===== config.mk =====
export PLATFORM = sky130hd
export DESIGN_NAME = counter_gen
export DESIGN_NICKNAME = d
export VERILOG_FILES = /design/src/rtl/counter_pkg.sv /design/src/rtl/counter_prescale.sv /design/src/rtl/counter_gen.sv
export SDC_FILE = /design/constraint.sdc
export NUM_CORES = 1
export LEC_CHECK = 0
export ABC_AREA = 1
export BUFFER_PORTS_ARGS = -buffer_cell sky130_fd_sc_hd__buf_2
export CAP_MARGIN = 20
export CORE_MARGIN = 2
export CORE_UTILIZATION = 55
export CTS_BUF_LIST = sky130_fd_sc_hd__clkbuf_2 sky130_fd_sc_hd__clkbuf_4 sky130_fd_sc_hd__clkbuf_8
export CTS_CLUSTER_SIZE = 10
export DETAILED_ROUTE_END_ITERATION = 12
export PLACE_DENSITY = 0.76
export SLEW_MARGIN = 15
export SYNTH_ARGS = -nofsm -noshare
export SYNTH_HDL_FRONTEND = slang
export SYNTH_SLANG_ARGS = --single-unit

===== constraint.sdc =====
create_clock -name clk_i -period 6.03 [get_ports clk_i]
set_input_delay 1.206 -clock clk_i [delete_from_list [all_inputs] [get_ports clk_i]]
set_output_delay 1.206 -clock clk_i [all_outputs]
set_load 0.05 [all_outputs]

===== src/rtl/counter_pkg.sv =====
// -----------------------------------------------------------------------------
// counter_pkg
// Shared definitions for the counter_gen timer/counter primitive.
//   DIR_UP / DIR_DOWN     : encodings of the dir_i input
//   MODE_WRAP / MODE_SAT  : encodings of the mode_i input
//   action_e              : what the counter register does on a given edge
//   select_action()       : resolves clear > load > step > hold
// -----------------------------------------------------------------------------
package counter_pkg;

    localparam logic DIR_UP    = 1'b1;
    localparam logic DIR_DOWN  = 1'b0;
    localparam logic MODE_WRAP = 1'b0;
    localparam logic MODE_SAT  = 1'b1;

    typedef enum logic [1:0] {
        ACT_HOLD  = 2'd0,
        ACT_STEP  = 2'd1,
        ACT_LOAD  = 2'd2,
        ACT_CLEAR = 2'd3
    } action_e;

    // Clear dominates load, load dominates a prescaler tick.
    function automatic action_e select_action(input logic clear,
                                              input logic load,
                                              input logic tick);
        action_e act;
        if (clear) begin
            act = ACT_CLEAR;
        end else if (load) begin
            act = ACT_LOAD;
        end else if (tick) begin
            act = ACT_STEP;
        end else begin
            act = ACT_HOLD;
        end
        return act;
    endfunction

endpackage


===== src/rtl/counter_prescale.sv =====
// -----------------------------------------------------------------------------
// counter_prescale
// Clock-enable prescaler for counter_gen. Produces one tick every presc_i+1
// enabled cycles; with presc_i = 0 the tick simply follows en_i.
//   clk_i    in   clock, rising edge
//   reset_ni in   asynchronous active-low reset
//   clear_i  in   synchronous restart of the phase count
//   en_i     in   phase advances only while high
//   presc_i  in   divide-minus-one
//   tick_o   out  combinational step strobe
// -----------------------------------------------------------------------------
module counter_prescale #(
    parameter int PWIDTH = 4
) (
    input  logic              clk_i,
    input  logic              reset_ni,
    input  logic              clear_i,
    input  logic              en_i,
    input  logic [PWIDTH-1:0] presc_i,
    output logic              tick_o
);

    logic [PWIDTH-1:0] phase_reg;
    logic [PWIDTH-1:0] phase_next;

    // ">=" rather than "==" so that lowering presc_i below the current phase
    // produces a tick immediately instead of running the phase round.
    assign tick_o = en_i && (phase_reg >= presc_i);

    always_comb begin
        phase_next = phase_reg;
        if (clear_i) begin
            phase_next = '0;
        end else if (en_i) begin
            // The phase never exceeds presc_i while enabled, so the increment
            // cannot roll over.
            phase_next = tick_o ? '0 : phase_reg + PWIDTH'(1);
        end
    end

    always_ff @(posedge clk_i or negedge reset_ni) begin
        if (!reset_ni) begin
            phase_reg <= '0;
        end else begin
            phase_reg <= phase_next;
        end
    end

endmodule


===== src/rtl/counter_gen.sv =====
// -----------------------------------------------------------------------------
// counter_gen
// General-purpose up/down counter with runtime inclusive upper limit, wrap or
// saturate behaviour, synchronous clear/load, enable and prescaler.
//   clk_i       in   clock, rising edge
//   reset_ni    in   asynchronous active-low reset
//   clear_i     in   synchronous clear of counter, prescaler and flags
//   load_i      in   synchronous load of load_val_i
//   load_val_i  in   value to load (may exceed limit_i)
//   en_i        in   count enable
//   dir_i       in   1 = up, 0 = down
//   mode_i      in   0 = wrap, 1 = saturate
//   limit_i     in   inclusive upper bound (lower bound is 0)
//   presc_i     in   prescaler divide-minus-one
//   out_o       out  counter register
//   tc_o        out  pulse: last step landed on the terminal value
//   wrap_o      out  pulse: last step wrapped
//   sat_o       out  level: saturate mode and sitting on the bound for dir_i
//   ovf_o       out  sticky overflow/underflow
// -----------------------------------------------------------------------------
module counter_gen
    import counter_pkg::*;
#(
    parameter int WIDTH  = 8,
    parameter int PWIDTH = 4
) (
    input  logic              clk_i,
    input  logic              reset_ni,
    input  logic              clear_i,
    input  logic              load_i,
    input  logic [WIDTH-1:0]  load_val_i,
    input  logic              en_i,
    input  logic              dir_i,
    input  logic              mode_i,
    input  logic [WIDTH-1:0]  limit_i,
    input  logic [PWIDTH-1:0] presc_i,
    output logic [WIDTH-1:0]  out_o,
    output logic              tc_o,
    output logic              wrap_o,
    output logic              sat_o,
    output logic              ovf_o
);

    logic              tick;
    logic              presc_clear;
    action_e           action;

    logic [WIDTH-1:0]  out_reg;
    logic [WIDTH-1:0]  out_next;
    logic              tc_reg;
    logic              tc_next;
    logic              wrap_reg;
    logic              wrap_next;
    logic              ovf_reg;
    logic              ovf_next;

    // Comparisons against the current value, shared by both directions.
    logic              at_or_above_limit;
    logic              above_limit;
    logic              at_limit;
    logic              at_zero;
    logic [WIDTH-1:0]  value_inc;
    logic [WIDTH-1:0]  value_dec;

    // A load also restarts the prescaler so the first step after a load is a
    // full prescaler period away.
    assign presc_clear = clear_i | load_i;

    counter_prescale #(
        .PWIDTH (PWIDTH)
    ) u_prescale (
        .clk_i    (clk_i),
        .reset_ni (reset_ni),
        .clear_i  (presc_clear),
        .en_i     (en_i),
        .presc_i  (presc_i),
        .tick_o   (tick)
    );

    assign action            = select_action(clear_i, load_i, tick);
    assign at_or_above_limit = (out_reg >= limit_i);
    assign above_limit       = (out_reg > limit_i);
    assign at_limit          = (out_reg == limit_i);
    assign at_zero           = (out_reg == '0);
    assign value_inc         = out_reg + WIDTH'(1);
    assign value_dec         = out_reg - WIDTH'(1);

    always_comb begin
        // Pulses are single-cycle: anything not re-asserting them drops them.
        out_next  = out_reg;
        tc_next   = 1'b0;
        wrap_next = 1'b0;
        ovf_next  = ovf_reg;

        unique case (action)
            ACT_CLEAR: begin
                out_next = '0;
                ovf_next = 1'b0;
            end

            ACT_LOAD: begin
                out_next = load_val_i;
            end

            ACT_STEP: begin
                if (dir_i == DIR_UP) begin
                    if (!at_or_above_limit) begin
                        out_next = value_inc;
                        tc_next  = (value_inc == limit_i);
                    end else if (mode_i == MODE_WRAP) begin
                        // Wrapping from (or past) the top never counts as
                        // reaching the terminal value.
                        out_next  = '0;
                        wrap_next = 1'b1;
                        ovf_next  = 1'b1;
                    end else begin
                        // Saturating: a value loaded above the limit is pulled
                        // back to the limit without flagging overflow; only a
                        // step attempted while already at the limit does.
                        out_next = limit_i;
                        tc_next  = 1'b1;
                        if (at_limit) begin
                            ovf_next = 1'b1;
                        end
                    end
                end else begin
                    if (above_limit) begin
                        // Out-of-range value re-enters the window at the top.
                        out_next = limit_i;
                        tc_next  = (limit_i == '0);
                    end else if (!at_zero) begin
                        out_next = value_dec;
                        tc_next  = (value_dec == '0);
                    end else if (mode_i == MODE_WRAP) begin
                        out_next  = limit_i;
                        wrap_next = 1'b1;
                        ovf_next  = 1'b1;
                    end else begin
                        // Saturated hold at zero repeats the terminal pulse.
                        tc_next  = 1'b1;
                        ovf_next = 1'b1;
                    end
                end
            end

            default: begin
                // ACT_HOLD: defaults above keep the value and drop pulses.
            end
        endcase
    end

    always_ff @(posedge clk_i or negedge reset_ni) begin
        if (!reset_ni) begin
            out_reg  <= '0;
            tc_reg   <= 1'b0;
            wrap_reg <= 1'b0;
            ovf_reg  <= 1'b0;
        end else begin
            out_reg  <= out_next;
            tc_reg   <= tc_next;
            wrap_reg <= wrap_next;
            ovf_reg  <= ovf_next;
        end
    end

    assign out_o  = out_reg;
    assign tc_o   = tc_reg;
    assign wrap_o = wrap_reg;
    assign ovf_o  = ovf_reg;

    // Live view of the current inputs, so a change of dir_i or mode_i shows
    // immediately even though it only affects the next step.
    assign sat_o = (mode_i == MODE_SAT) &&
                   (((dir_i == DIR_UP) && at_or_above_limit) ||
                    ((dir_i == DIR_DOWN) && at_zero));

endmodule

* Word level (Yosys, flattened, before mapping)
Cells that the tools add are included.
Widths: inputs -> output; s select.
** Operators by class
- Add/subtract/negate cells :: 3
- Order comparisons :: 3
- Eq/ne operators :: 10
- Multiplexer cells :: 32
- Bitwise logic cells :: 2
- Reduce and logical (&&, ||, !) cells :: 13
** Operator list (count)
- $mux 8 :: 6
- $logic_not 8->1 :: 3
- $pmux 8 s3 :: 1
- $mux 1 :: 19
- $eq 8x8->1 :: 2
- $mux 4 :: 3
- $ne 3x3->1 const B :: 3
- $add 8x1->8 const B :: 1
- $ge 8x8->1 :: 1
- $gt 8x8->1 :: 1
- $sub 8x1->8 const B :: 1
- $ne 5x5->1 const B :: 1
- $reduce_and 5->1 :: 1
- $add 4x1->4 const B :: 1
- $eq 2x2->1 const B :: 2
- $ge 4x4->1 :: 1
- $logic_and 1x1->1 :: 4
- $mux 2 :: 2
- $ne 4x4->1 const B :: 1
- $reduce_bool 2->1 :: 2
- $reduce_bool 3->1 :: 1
- $eq 2x1->1 const B :: 1
- $pmux 1 s2 :: 1
- $reduce_and 2->1 :: 1
- other kinds (3) :: 3
** Word-level totals
- Bits in registers :: 15
- Bits of input ports :: 27
- Output and inout bits :: 12
- Word-level logic and storage cells :: 68

* Longest topological paths before layout
Gate-level depths: netlist of run 1.
- Word-level depth :: 8
- Gate-level depth with buffers :: 17
- Depth with buffers taken out :: 16

* By module
Synthesis of run 1 repeated with hierarchy kept, for this count alone.
** Second synthesis, totals
- Cell total of the unflattened synthesis :: 394
- Area total of the unflattened synthesis :: 2298.5 um^2
** Modules (own cells, without submodules)
- counter_gen :: instances 1, cells each 347, area each 1950.6 um^2, seq. area each 275.3 um^2
- counter_prescale :: instances 1, cells each 47, area each 347.8 um^2, seq. area each 100.1 um^2

* Worst setup path before layout of run 1
OpenSTA, ideal clock, no wires.
- Path type :: in2out
- Start :: input port limit_i[7]
- End :: output port sat_o
- Arrival :: 3.179 ns
- Data required time :: 4.824 ns
- Slack :: 1.645 ns
- Cell stages on the path :: 8
- Buffers on the path :: 0
- Cell sequence :: inv_1 > ha_1 > nand2_1 > nor2_1 > nand4_1 > nand4_1 > inv_1 > nor3_1
** Between the ends
- Longest elaborated chain between the ends :: 4
** RTL lines
- from (decl) :: RTL line counter_gen.sv:35 : input logic [WIDTH-1:0] limit_i,
- $ge 8x8->1 :: RTL line counter_gen.sv:81 : assign at_or_above_limit = (out_reg >= limit_i);
- $logic_and 1x1->1 :: RTL line counter_gen.sv:174 : (((dir_i == DIR_UP) && at_or_above_limit) ||
- $logic_or 1x1->1 :: RTL line counter_gen.sv:174
- $logic_and 1x1->1 :: RTL line counter_gen.sv:173 : assign sat_o = (mode_i == MODE_SAT) &&
- to (decl) :: RTL line counter_gen.sv:40 : output logic sat_o,
No other way between the ends.

* Worst setup path in the final report of run 1
Ends and elaborated chain as after synthesis.

==> metrics.md, run 1 <==
| Metric | Value |
|---|---|
| Area Overhead vs Synth | 8.84% |
| Die span in x | 68.0 um |
| Max Fclk | 222 MHz |
| Post-CTS setup buffers | 0 |
| Setup TNS | 0 ns |
| Post-route ant nets | 0 |
| Number of I/O port buffers | 38 |
| Compound-Gate Fraction of Synth Area | 9.95% |
| Slowest CP cell | nand4_1 |
| Period utilization | 74.8% |
| Drc violations | 0 |
| Arr. time, crit path | 3.30 ns |
| Fillers | 388 |
| First-pass GRT wire length | 9520 um |
| Placed cells | 454 |
| Resized Gates After CTS | 0 |
| Mapped Area | 0.00225 sq mm |
| Yosys cell types | 35 |
| Non-filler cells, final | 458 |
| Slew @ Worst Pin | 0.720 ns |
| Async SR Flop Fraction | 100% |
| Critical Path End Type | primary output |
| Dpl ws | 1.59 ns |
| Diodes inserted | 0 |
| CTS tree | yes |
| Max Slew Vio Count | 0 |
| Crit-path max cell delay | 0.49 ns |
| Cts hold-fix bufs | 0 |
| YS warnings | 0 |
| Max-Slew Margin vs Limit | 51.8% |
| CP Data Required Time | 4.82 ns |
| Synth area leaders | nand2_1 (20%), dfrtp_1 (17%), nand3_1 (11%) |
| Max Root-Sink Buffers | 2 |
| Root Driver | clkbuf_8 |
| Largest net degree at the start of global routing | 16 |
| Post-route cell area | 0.00245 sq mm |
| 1st-iter DRT viols | 184 |
| Gr usage total | 27.0% |
| Final setup skew | 0.000687 ns |
| Max FFs per register | 8 |
| Grt ovf | 0 |
| Status | finished clean |
| Met2 WL | 2730 um |
| First-pass iteration count of the detailed router | 4 |
| Mux contribution to synthesized area | 0% |
| Finish-stage setup viols | 0 |
| Placed wire-length estimate | 4640 um |
| Minimum clock period | 4.51 ns |
| Synth Area in Simple Gates | 49.0% |
| Met3 Routed Length | 374 um |
| Area share of the largest cell type after synthesis | 20.3% |
| Max H-tree Level | 1 |
| WL per Instance | 12.7 um |
| Critical path class | input pin to primary output |
| Initial core utilization | 56.7% |
| Share of layout cells above drive strength 1 | 15.4% |
| Max cap viols | 0 |
| Post-DP Area | 0.00240 sq mm |
| Mapped Nets | 420 |
| Sequential element share of the synthesized area | 16.7% |
| Worst Setup Start Kind | input pin |
| Num CTS Buffers | 3 |
| Top Metal Used | met4 |
| Pwr/cell area | 193 mW/mm^2 |
| GPL Wtd Cong | 0.924 |
| Top FF cell, synth | dfrtp_1 |
| Syn avg cell area | 5.99 sq um |
| Worst-skew pair later-pin latency | 0.24 ns |
| CTS Sinks | 15 |
| Initial antenna violation count | 0 |
| Post-Synth Adder-Cell Area | 9.45% |
| Final setup margin | 1.52 ns |
| Vias in the first global route | 2159 |
| XOR/XNOR Fraction of Synth Area | 1.56% |
| Largest family of logic cells by synthesized area | simple AND/OR/NAND/NOR gates |
| CP Buf/Inv Count | 4 |
| Crit path max-delay family | simple AND/OR/NAND/NOR gates |
| Crit-path max FO | 13 |
| Vias per inst | 5.29 |
| Worst hold-check path type | flip-flop to flip-flop |
| Unrepaired setup endpoints after global routing | no |
| Io pins | 39 |
| Worst-path clk slew | 0.06 ns |
| Total number of vias | 2425 |
| Final #Nets | 453 |
| VDD IR max | 148 uV |
| Core area | 0.00397 sq mm |
| Worst-path cell chain | buf_2, inv_1, ha_1, nand2_1, nor2_1, nand4_1, nand4_1, inv_1, nor3_1, buf_2 |
| DIE HEIGHT | 68.0 um |
| Routed WL | 5810 um |
| Hold_ws | 0.476 ns |
| Cell count after synthesis | 376 |
| Number of synthesized flops with an enable pin | 0 |
| DIE AREA | 0.00462 sq mm |
| Final Hold Fails | 0 |
| Met1 WL | 2620 um |
| Pleak | 1.41 nW |
| Synth Register Bits | 15 |
| Num rows | 23 |
| Leading area contributor after synthesis | nand2_1 |
==> cell type report <==
type / instances / area (sq um) / share of cell area (%)
Inverter: 52 / 198 / 8.07
Sequential cell: 15 / 375 / 15.3
Clock buffer: 4 / 48.8 / 1.99
Multi-Input combinational cell: 299 / 1580 / 64.3
Tap cell: 50 / 62.6 / 2.55
Timing Repair Buffer: 38 / 190 / 7.76
==> per-layer routing <==
layer / global-route usage [%] / up-vias
li1: - / 1272
met1: 34.4 / 1049
met2: 47.5 / 94
met3: 2.80 / 10
met4: 9.00 / 0
met5: 0 / -
==> path summary, 6_finish.rpt <==
| check | start | endpoint | slack, ns | depth (start not counted) |
|---|---|---|---|---|
| setup / recovery | limit_i[7] | sat_o | 1.52 | 10 |
| hold / removal | ovf_o | ovf_o | 0.48 | 2 |
| setup reg to reg | out_o[5] | out_o[0] | 3.03 | 10 |
| hold reg to reg | ovf_o | ovf_o | 0.48 | 2 |
| max in group asynchronous | reset_ni | ovf_o | 4.92 | 1 |
| min in group asynchronous | reset_ni | u_prescale.phase_reg[0] | 0.86 | 1 |
==> cells by family (layout without fill, tap and decap cells) <==
| family | Yosys count | count (layout) |
|---|---|---|
| compound gates | 39 | 39 |
| xor+xnor | 4 | 4 |
| fa+ha+maj | 17 | 17 |
| buf+inv | 62 | 94 |
| flops | 15 | 15 |
| simple gates | 239 | 239 |
==> cells in the mapped netlist, types with 2 or more instances <==
cell type  count
buf_6          4
nand2_1      122
nand3_1       49
nand4_1       11
xnor2_1        2
nand3_2        2
o21ai_1        2
o21ai_0        9
clkbuf_8       3
xor2_1         2
nand2_2        2
inv_1         48
nand2_4        2
nor2_1        40
inv_2          2
dfrtp_1       15
a21oi_1       20
a21oi_2        4
nor2_8         3
nor3_1         3
ha_1          17
==> stage by stage <==
stage	utilization, %	power, mW
6_report	61.7	0.473
5_1_grt	61.7	0.515
4_1_cts	61.7	0.471
3_5_place_dp	60.5	0.387
3_3_place_gp	60.5	0.385
2_1_floorplan	-	0.334
==> power by group <==
group,internal [mW],switching (mW),leakage [nW]
clock network,0.0512,0.0335,0.0262
registers,0.110,0.0240,0.198
logic,0.0850,0.168,1.19
total,0.247,0.226,1.41
==> tightest hold or removal path: stages, from the launching register on <==
cell     delay (ns)
dfrtp_1        0.34
nand2_1        0.05
nand2_1        0.05
==> placed cells by master (no fill, tap or decap), types with 2 or more instances in the layout <==
cell type / netlist / layout
nand2_1: 122 / 122
nand3_1: 49 / 49
inv_1: 48 / 48
nor2_1: 40 / 40
buf_2: 1 / 38
a21oi_1: 20 / 20
ha_1: 17 / 17
dfrtp_1: 15 / 15
nand4_1: 11 / 11
o21ai_0: 9 / 9
a21oi_2: 4 / 4
nor2_8: 3 / 3
nor3_1: 3 / 3
clkbuf_8: 3 / 3
inv_2: 2 / 2
nand2_4: 2 / 2
xor2_1: 2 / 2
nand3_2: 2 / 2
xnor2_1: 2 / 2
nand2_2: 2 / 2
o21ai_1: 2 / 2
(Power assumes the default switching activity.)
==> run 2, diff against run 1 <==
- ABC_AREA: 1 -> 0
- PLACE_DENSITY: 0.76 -> 0.77
- clock period: 6.03 -> 4.3 ns (I/O delays scaled with it)
==> metrics.md, run 2 <==
| Metric | Value |
|---|---|
| Die span in x | 63.1 um |
| WL per Instance | 15.3 um |
| 1st-iter DRT viols | 130 |
| DIE AREA | 0.00398 sq mm |
| Pleak | 1.02 nW |
| Grt ovf | 0 |
| Largest family of logic cells by synthesized area | simple AND/OR/NAND/NOR gates |
| Post-route cell area | 0.00214 sq mm |
| Critical path class | input pin to primary output |
| Compound-Gate Fraction of Synth Area | 21.9% |
| Worst-path clk slew | 0.11 ns |
| Unrepaired setup endpoints after global routing | no |
| Share of layout cells above drive strength 1 | 22.1% |
| Max Root-Sink Buffers | 2 |
| Post-Synth Adder-Cell Area | 11.1% |
| First-pass GRT wire length | 8290 um |
| Initial antenna violation count | 0 |
| Gr usage total | 26.8% |
| Max H-tree Level | 1 |
| DIE HEIGHT | 63.1 um |
| R2r setup slk | 1.55 ns |
| Num CTS Buffers | 3 |
| Synth Area in Simple Gates | 23.9% |
| Post-DP Area | 0.00211 sq mm |
| Core area | 0.00334 sq mm |
| Initial core utilization | 57.5% |
| Io pins | 39 |
| Final Power | 0.492 mW |
| Max cap viols | 0 |
| Number of synthesized flops with an enable pin | 0 |
| Worst Setup Start Kind | input pin |
| Area Overhead vs Synth | 11.5% |
| GPL Wtd Cong | 0.908 |
| Diodes inserted | 0 |
| Routed WL | 4930 um |
| Commonest non-fill, non-tap cell in the layout | buf_2 |
| Max-Slew Margin vs Limit | 50.0% |
| Psw | 0.218 mW |
| Crit-path max FO | 8 |
| Synth area leaders | dfrtp_1 (20%), ha_1 (11%), xnor2_1 (5.5%) |
| Final setup skew | 0.00859 ns |
| Most used cell, CP | buf_2 |
| Layout Utilization | 64.1% |
| Most common cell in the netlist | nor2_1 |
| Hold_ws | 0.445 ns |
| Placed wire-length estimate | 3780 um |
| Share of power burned in registers | 34.7% |
| Top FF cell, synth | dfrtp_1 |
| Cell count after synthesis | 244 |
| Post-route ant nets | 0 |
| Slowest CP cell | a31oi_2 |
| Status | finished clean |
| Max Slew Vio Count | 0 |
| Yosys cell types | 54 |
| Async SR Flop Fraction | 100% |
| Finish-stage setup viols | 0 |
| Mapped Nets | 288 |
| Setup TNS | 0 ns |
| Area share of the largest cell type after synthesis | 19.6% |
| Top Metal Used | met4 |
| Mux contribution to synthesized area | 6.46% |
| Slew @ Worst Pin | 0.748 ns |
| Post-CTS setup buffers | 0 |
| Final #Nets | 321 |
| Number of I/O port buffers | 38 |
| Max Fclk | 295 MHz |
| Worst-skew pair later-pin latency | 0.31 ns |
| Minimum clock period | 3.39 ns |
| Met3 Routed Length | 270 um |
| Period utilization | 78.9% |
| Crit path max-delay family | compound AO/OA/AOI/OAI gates |
| Most frequent cells in the layout | buf_2 (38), nor2_1 (24), nand2_1 (21), ha_1 (17) |
| Crit-path max cell delay | 0.42 ns |
| Most common library cells after synthesis | nor2_1 (24), nand2_1 (21), ha_1 (17), dfrtp_1 (15), inv_1 (15) |
| Met2 WL | 2180 um |
| CTS Sinks | 15 |
| Mapped Area | 0.00192 sq mm |
| XOR/XNOR Fraction of Synth Area | 9.07% |
| Final Hold Fails | 0 |
| Root Driver | clkbuf_4 |
| Internal Power | 0.274 mW |
| Pwr/cell area | 230 mW/mm^2 |
| First-pass iteration count of the detailed router | 4 |
| CP Buf/Inv Count | 3 |
| Comb power frac | 46.6% |
| Largest net degree at the start of global routing | 17 |
| Drc violations | 0 |
| R2r startpoint | out_o[1] |
| Vias per inst | 5.96 |
| Sw Share | 44.3% |
| Syn avg cell area | 7.86 sq um |
| YS warnings | 0 |
| CP Data Required Time | 3.44 ns |
| Resized Gates After CTS | 0 |
| Worst-path cell chain | buf_2, inv_1, ha_1, nor2b_1, o211ai_1, a31oi_2, nor2_2, nor2_1, o21a_1, buf_2 |
| Reg2reg end | tc_o |
| Worst hold-check path type | input pin to asynchronous set/reset pin |
| Critical Path End Type | primary output |
| Leading area contributor after synthesis | dfrtp_1 |
| Total number of vias | 1919 |
| CTS tree | yes |
| Synth Register Bits | 15 |
| Vias in the first global route | 1703 |
| Arr. time, crit path | 2.53 ns |
| Clock power share | 18.7% |
| Met1 WL | 2380 um |
| Sequential element share of the synthesized area | 19.6% |
| VDD IR max | 160 uV |
| Num rows | 21 |
| Cts hold-fix bufs | 0 |
| Max FFs per register | 8 |
| Worst Reg-to-Reg Cells | 8 |
## run 2: cell count changes in the layout (fill, tap and decap cells not counted), sizes merged, moves of 6 or more
cell,change
inv,-36
a31oi,+9
nand3,-42
nor2,-20
nand2,-105
xnor2,+11
o211ai,+9
mux2i,+9
a21oi,-16
nor3,+6
## run 2: logic make-up after synthesis
| kind of cell | after synthesis |
|---|---|
| multiplexers | 12 |
| buffers and inverters | 31 |
| AO/OA/AOI/OAI | 58 |
| flip-flops | 15 |
| adder cells (fa/ha/maj) | 17 |
| XOR/XNOR | 19 |
| AND/OR/NAND/NOR | 92 |
## run 2: worst max path at each step
stage                           from    end  slack (ns)  depth (start not counted)
after floorplan           limit_i[7]  sat_o        0.85                          8
after CTS                 limit_i[1]  sat_o        0.92                         10
after detailed placement  limit_i[1]  sat_o        0.92                         10
after global routing      limit_i[1]  sat_o        0.73                         10
final                     limit_i[1]  sat_o        0.91                         10
after global placement    limit_i[1]  sat_o        0.95                         10
## run 2: final cells by class
class | instances | area, sq um
repair buffers | 43 | 228
well taps | 46 | 57.6
clock inverters | 1 | 7.51
flip-flops and latches | 15 | 375
clock buffers | 3 | 22.5
fillers | 328 | 1200
inverters | 16 | 60.1
multi-input cells | 198 | 1390
## run 2: worst reg2reg max path, delay by kind of cell (launching register included)
kind / cells / cell delay [ns]
compound gates: 1 / 0.19
xor+xnor: 2 / 0.28
fa+ha+maj: 1 / 0.38
flops: 1 / 0.59
mux: 1 / 0.10
simple gates: 3 / 1.13
## run 2: metal layers
metal,GRT usage [%],up-vias
met4,9.17,0
met1,38.5,889
met5,0,-
li1,-,954
met3,3.39,11
met2,41.4,65
## run 2: power by group through the flow
stage | combinational, mW | clock [mW] | sequential [mW]
after floorplan | 0.161 | 0 | 0.181
after global placement | 0.225 | 0 | 0.173
after detailed placement | 0.227 | 0 | 0.173
after CTS | 0.228 | 0.0931 | 0.170
after global routing | 0.253 | 0.101 | 0.172
final | 0.229 | 0.0918 | 0.171
## run 2: through the flow
step / instances / setup slack (ns)
final: 322 / 0.907
after global routing: 322 / 0.726
after CTS: 322 / 0.915
after detailed placement: 318 / 0.919
after global placement: 318 / 0.947
after floorplan: 244 / 0.852
